## src/rtl/mem_arbiter.sv

```systemverilog
// mem_arbiter: shares one RAM port between instruction fetch and data memory.
// Data requests take priority. After STARVE_MAX consecutive data grants made
// while iREN waits, the next grant goes to fetch. STARVE_MAX=0 disables that
// guard and gives pure data priority.
// Each transaction walks IDLE -> IBUSY/DBUSY -> DONE, so back-to-back requests
// complete at most once every three cycles. Every output is a register or a
// decode of the latched request; no input reaches an output combinationally.
//
// Ports:
//   CLK, nRST            clock (rising edge), asynchronous active-low reset
//   iREN, iaddr          fetch request (level) and address
//   ihit, iload          fetch-complete pulse, fetched word (held)
//   dREN, dWEN           data read / write request (level), dWEN wins if both
//   daddr, dstore        data address and write data
//   dhit, dload          data-complete pulse, read data (held)
//   ramREN, ramWEN       RAM strobes, only active in a busy state
//   ramaddr, ramstore    RAM address and write data, taken from the latches
//   ramload, ram_ready   RAM read data, access-complete flag
module mem_arbiter #(
  parameter int unsigned STARVE_MAX = 3,
  parameter int unsigned ADDR_W     = 32,
  parameter int unsigned DATA_W     = 32
) (
  input  logic              CLK,
  input  logic              nRST,
  input  logic              iREN,
  input  logic [ADDR_W-1:0] iaddr,
  output logic              ihit,
  output logic [DATA_W-1:0] iload,
  input  logic              dREN,
  input  logic              dWEN,
  input  logic [ADDR_W-1:0] daddr,
  input  logic [DATA_W-1:0] dstore,
  output logic              dhit,
  output logic [DATA_W-1:0] dload,
  output logic              ramREN,
  output logic              ramWEN,
  output logic [ADDR_W-1:0] ramaddr,
  output logic [DATA_W-1:0] ramstore,
  input  logic [DATA_W-1:0] ramload,
  input  logic              ram_ready
);

  localparam int unsigned CW = (STARVE_MAX < 1) ? 1 : $clog2(STARVE_MAX + 1);
  localparam logic [CW-1:0] SMAX = CW'(STARVE_MAX);

  typedef enum logic [1:0] {IDLE, IBUSY, DBUSY, DONE} state_t;
  typedef enum logic [1:0] {OP_FETCH, OP_READ, OP_WRITE} op_t;

  state_t            state_q;
  op_t               op_q;
  logic [CW-1:0]     cnt_q;
  logic [ADDR_W-1:0] addr_q;
  logic [DATA_W-1:0] data_q;
  logic              ihit_q, dhit_q;
  logic [DATA_W-1:0] iload_q, dload_q;
  logic              ramren_q, ramwen_q;

  logic d_pend;
  logic starved;

  assign d_pend  = dREN | dWEN;
  // The starvation guard only bites while fetch is actually waiting, so
  // data is never blocked when iREN has gone low.
  assign starved = (STARVE_MAX != 0) && iREN && (cnt_q == SMAX);

  always_ff @(posedge CLK or negedge nRST) begin
    if (!nRST) begin
      state_q  <= IDLE;
      op_q     <= OP_FETCH;
      cnt_q    <= '0;
      addr_q   <= '0;
      data_q   <= '0;
      ihit_q   <= 1'b0;
      dhit_q   <= 1'b0;
      iload_q  <= '0;
      dload_q  <= '0;
      ramren_q <= 1'b0;
      ramwen_q <= 1'b0;
    end else begin
      ihit_q <= 1'b0;
      dhit_q <= 1'b0;
      unique case (state_q)
        IDLE: begin
          if (d_pend && !starved) begin
            state_q <= DBUSY;
            addr_q  <= daddr;
            data_q  <= dstore;
            if (dWEN) begin
              op_q     <= OP_WRITE;
              ramwen_q <= 1'b1;
            end else begin
              op_q     <= OP_READ;
              ramren_q <= 1'b1;
            end
            if (iREN && (cnt_q != SMAX)) cnt_q <= cnt_q + CW'(1);
          end else if (iREN) begin
            state_q  <= IBUSY;
            addr_q   <= iaddr;
            op_q     <= OP_FETCH;
            ramren_q <= 1'b1;
            cnt_q    <= '0;
          end
        end
        IBUSY, DBUSY: begin
          // Requester inputs are deliberately ignored here; the access runs
          // to completion on the latched address, data and op.
          if (ram_ready) begin
            state_q  <= DONE;
            ramren_q <= 1'b0;
            ramwen_q <= 1'b0;
            unique case (op_q)
              OP_FETCH: begin
                iload_q <= ramload;
                ihit_q  <= 1'b1;
              end
              OP_READ: begin
                dload_q <= ramload;
                dhit_q  <= 1'b1;
              end
              OP_WRITE: dhit_q <= 1'b1;
              default: ;
            endcase
          end
        end
        DONE:    state_q <= IDLE;
        default: state_q <= IDLE;
      endcase
    end
  end

  assign ihit     = ihit_q;
  assign dhit     = dhit_q;
  assign iload    = iload_q;
  assign dload    = dload_q;
  assign ramREN   = ramren_q;
  assign ramWEN   = ramwen_q;
  assign ramaddr  = addr_q;
  assign ramstore = data_q;

endmodule

```

## config.mk

```make
export PLATFORM = sky130hd
export DESIGN_NAME = mem_arbiter
export DESIGN_NICKNAME = d
export VERILOG_FILES = /design/src/rtl/mem_arbiter.sv
export SDC_FILE = /design/constraint.sdc
export NUM_CORES = 1
export LEC_CHECK = 0
export CORE_ASPECT_RATIO = 0.7
export CORE_UTILIZATION = 42
export CTS_CLUSTER_SIZE = 14
export DETAILED_ROUTE_END_ITERATION = 7
export PLACE_DENSITY = 0.84
export SYNTH_ARGS = -nofsm -noshare
export SYNTH_HDL_FRONTEND = slang
export SYNTH_SLANG_ARGS = --single-unit
```

## constraint.sdc

```tcl
create_clock -name CLK -period 2.3 [get_ports CLK]
set_clock_uncertainty 0.05 [all_clocks]
set_input_delay 0.46 -clock CLK [delete_from_list [all_inputs] [get_ports CLK]]
set_output_delay 0.46 -clock CLK [all_outputs]
set_load 0.01 [all_outputs]
```

==> flow_metrics.tcl <==
set metrics [dict create \
    num_rows 35 \
    timing.rr.end "ramstore[3]" \
    path_class "reg -> reg" \
    fillers 947 \
    syn_to_final_growth_pct 59.7 \
    worstSkewPairLatency_ns 0.40 \
    worstSetupEndpointType "flop" \
    drc_errors 0 \
    die_area_um2 14200 \
    clk_pin_slew_ns 0.06 \
    ys_ff_latch 138 \
    avgSynthCellArea_um2 14.6 \
    clk_path_buf_depth 2 \
    status "finished with violations" \
    grt_antenna_before_repair 0 \
    critPathMaxStageDelay_ns 0.37 \
    p_sw_frac 0.318 \
    track_usage 0.208 \
    firstDrtPassIters 4 \
    yosys_warnings 0 \
    tightest_slew_ns 0.612 \
    via_per_inst 4.72 \
    slew_viol_final 0 \
    cts_resized 0 \
    fin_crit_ns 1.87 \
    grt_pass1_wl_um 22500 \
    cts_buffers 17 \
    min_period_over_period 0.815 \
    pwr-share-comb 0.465 \
    fin_tns_setup_ns 0 \
    finalNonFillerCells 865 \
    die_h_um 99.9 \
    synth_async_sr_flop_share 1.00 \
    final_area_um2 9190 \
    r2r_slack_ns 0.43 \
    max_cap_violations 0 \
    gp_congestion 0.793 \
    dp_hpwl_um 10700 \
    grt_start_max_net_pins 65 \
    die_w_um 142 \
    fin_nets 806 \
    max_freq_ghz 0.534 \
    drt_iter0_markers 120 \
    cp_slowest_cell "ha_1" \
    p_int_mw 8.76 \
    critPathLaunchType "flop" \
    postPlaceCellArea_um2 8630 \
    finalPower_mw 12.8 \
    pwr-share-clk 0.199 \
    cts_num_sinks 138 \
    layout-drive-gt1-share 0.215 \
    pin_count 266 \
    initial_core_util 0.434 \
    dp.cells 833 \
    syn_nets 534 \
    synth-edff-count 0 \
    p_per_area_nw_per_um2 1400 \
    worst-path-stages 5 \
    violations "negative hold slack" \
    hold_class "in -> async" \
    diodes 0 \
    grt_overflow 0 \
    cts_tree "built" \
    peakVddDrop_uv 630 \
    cts_max_level 4 \
    post_cts_buffers 0 \
    slew-limit-headroom 0.592 \
    ctsHoldBuffers 0 \
    rsz0062_at_grt "false" \
    grt_pass1_vias 4436 \
    drt-total-wl_um 14300 \
    port_buffers 265 \
    worst_r2r_startpoint "state_q[0]" \
    netlist_area_um2 5750 \
    critPathArrivalTime_ns 2.11 \
    crit_path_max_fanout 18 \
    r2r_cells 5 \
    p_leak_nw 3.98 \
    vias 4079 \
    crit_buf_inv 2 \
    path_cells "inv_1, ha_1, o211a_2, buf_12, mux2_2" \
    ys_types 30 \
    pwr-share-seq 0.336 \
    seq_area_frac_synth 0.600 \
    cp-startpoint "state_q[0]" \
    synth_cells 395 \
    critPathCapture "ramstore[3]" \
    switchingPower_mw 4.09 \
    routedWlPerCell_um 16.5 \
    drtAntennaViolNets 0 \
    synthFlopType "dfrtp_1" \
    core_um2 13300 \
    fin_hold_ws_ns -0.0136 \
    cp.required_ns 2.53 \
    cts-root-buf "clkbuf_16" \
    finalHoldViolCount 5 \
    crit_family "adder cells" \
    setup_violations 0 \
]
how the worst min path moves through the flow:
stage	startpoint	endpoint	slack [ns]	cells after the start
final	nRST	iload[30]	-0.01	1
after global routing	nRST	dload[30]	0.03	1
after CTS	nRST	dload[30]	0.002	1
after detailed placement	ramaddr[18]	ramaddr[18]	0.43	2
after global placement	nRST	iload[30]	0.42	1
after floorplan	nRST	cnt_q[0]	0.11	0
Yosys cell counts (4+ instances only):
| master | n | area share |
|---|---|---|
| mux2_2 | 69 | 0.14 |
| inv_1 | 8 | 0.0052 |
| nand2_1 | 36 | 0.023 |
| mux2i_1 | 35 | 0.061 |
| buf_2 | 8 | 0.0070 |
| o21ai_1 | 28 | 0.024 |
| nand3_1 | 4 | 0.0035 |
| mux2_4 | 29 | 0.076 |
| o21ai_0 | 5 | 0.0043 |
| buf_4 | 5 | 0.0065 |
| ha_1 | 5 | 0.011 |
| dfrtp_1 | 138 | 0.60 |
power groups by stage:
stage                     combinational [mW]  sequential [mW]  clock, mW
after CTS                               6.06             4.32       2.63
after global routing                    6.40             4.45       2.73
final                                   5.98             4.31       2.56
after detailed placement                6.03             4.34          0
after floorplan                         2.38             4.82          0
after global placement                  5.85             4.26          0
worst reg2reg max path, stage by stage (launching register included):
cell     delay [ns]
dfrtp_1        0.36
inv_1          0.10
ha_1           0.37
o211a_2        0.33
buf_12         0.20
mux2_2         0.36
state kept, by name, summed over array words and instances (netlist names):
name	flops
dload	32
iload	32
ramaddr	32
ramstore	32
cnt_q	2
op_q	2
state_q	2
dhit	1
ihit	1
ramREN	1
ramWEN	1
metrics by stage:
step | utilization | hold slack (ns) | worst slack [ns]
3_3_place_gp | 0.651 | 0.418 | 0.126
4_1_cts | 0.693 | 0.00166 | 0.405
5_1_grt | 0.693 | 0.0302 | 0.353
3_5_place_dp | 0.651 | 0.426 | 0.0858
2_1_floorplan | - | 0.114 | 0.609
6_report | 0.693 | -0.0136 | 0.426
logic make-up after synthesis:
logic type      share of synthesized area
mux                                 0.272
flops                               0.600
buf+inv                            0.0415
fa+ha+maj                          0.0109
simple gates                       0.0324
compound gates                     0.0435
layout by cell type (no fill, tap or decap):
cell | Yosys | layout
clkinv_4 | 0 | 1
nor2_1 | 1 | 1
mux2i_1 | 35 | 35
or4b_1 | 1 | 1
and3_1 | 1 | 1
a32oi_1 | 1 | 1
dfrtp_1 | 138 | 138
o21ai_1 | 28 | 28
nor3_1 | 1 | 1
clkinvlp_4 | 0 | 3
buf_4 | 5 | 4
clkinv_2 | 0 | 2
mux2_2 | 69 | 69
nand3_1 | 4 | 4
ha_1 | 5 | 5
inv_8 | 0 | 4
inv_1 | 8 | 8
nand2_2 | 1 | 1
mux2_4 | 29 | 29
a21boi_0 | 1 | 1
o31ai_4 | 0 | 1
nand2_1 | 36 | 36
o211ai_1 | 1 | 1
buf_12 | 3 | 7
inv_6 | 0 | 5
clkbuf_16 | 0 | 17
a22o_1 | 2 | 2
a32o_1 | 1 | 1
o211a_2 | 0 | 1
o2bb2ai_4 | 0 | 1
a21o_1 | 1 | 1
clkdlybuf4s50_1 | 0 | 264
o21ai_0 | 5 | 5
buf_6 | 3 | 1
cell type report:
class,instances,area (um^2),area share
Timing Repair Buffer,276,2820,0.307
Tap cell,185,231,0.0252
Clock buffer,17,425,0.0463
Sequential cell,138,3450,0.376
Multi-Input combinational cell,226,2090,0.228
Clock inverter,15,130,0.0142
Inverter,8,30.0,0.00327
routing by layer:
metal,wire [um],part of all wire,GRT usage
met1,5710,0.40,0.234
met2,7150,0.50,0.361
met3,1180,0.082,0.0768
met4,216,0.015,0.0778
met5,0,0,0
Note: power is estimated with default switching activity, not from simulation.
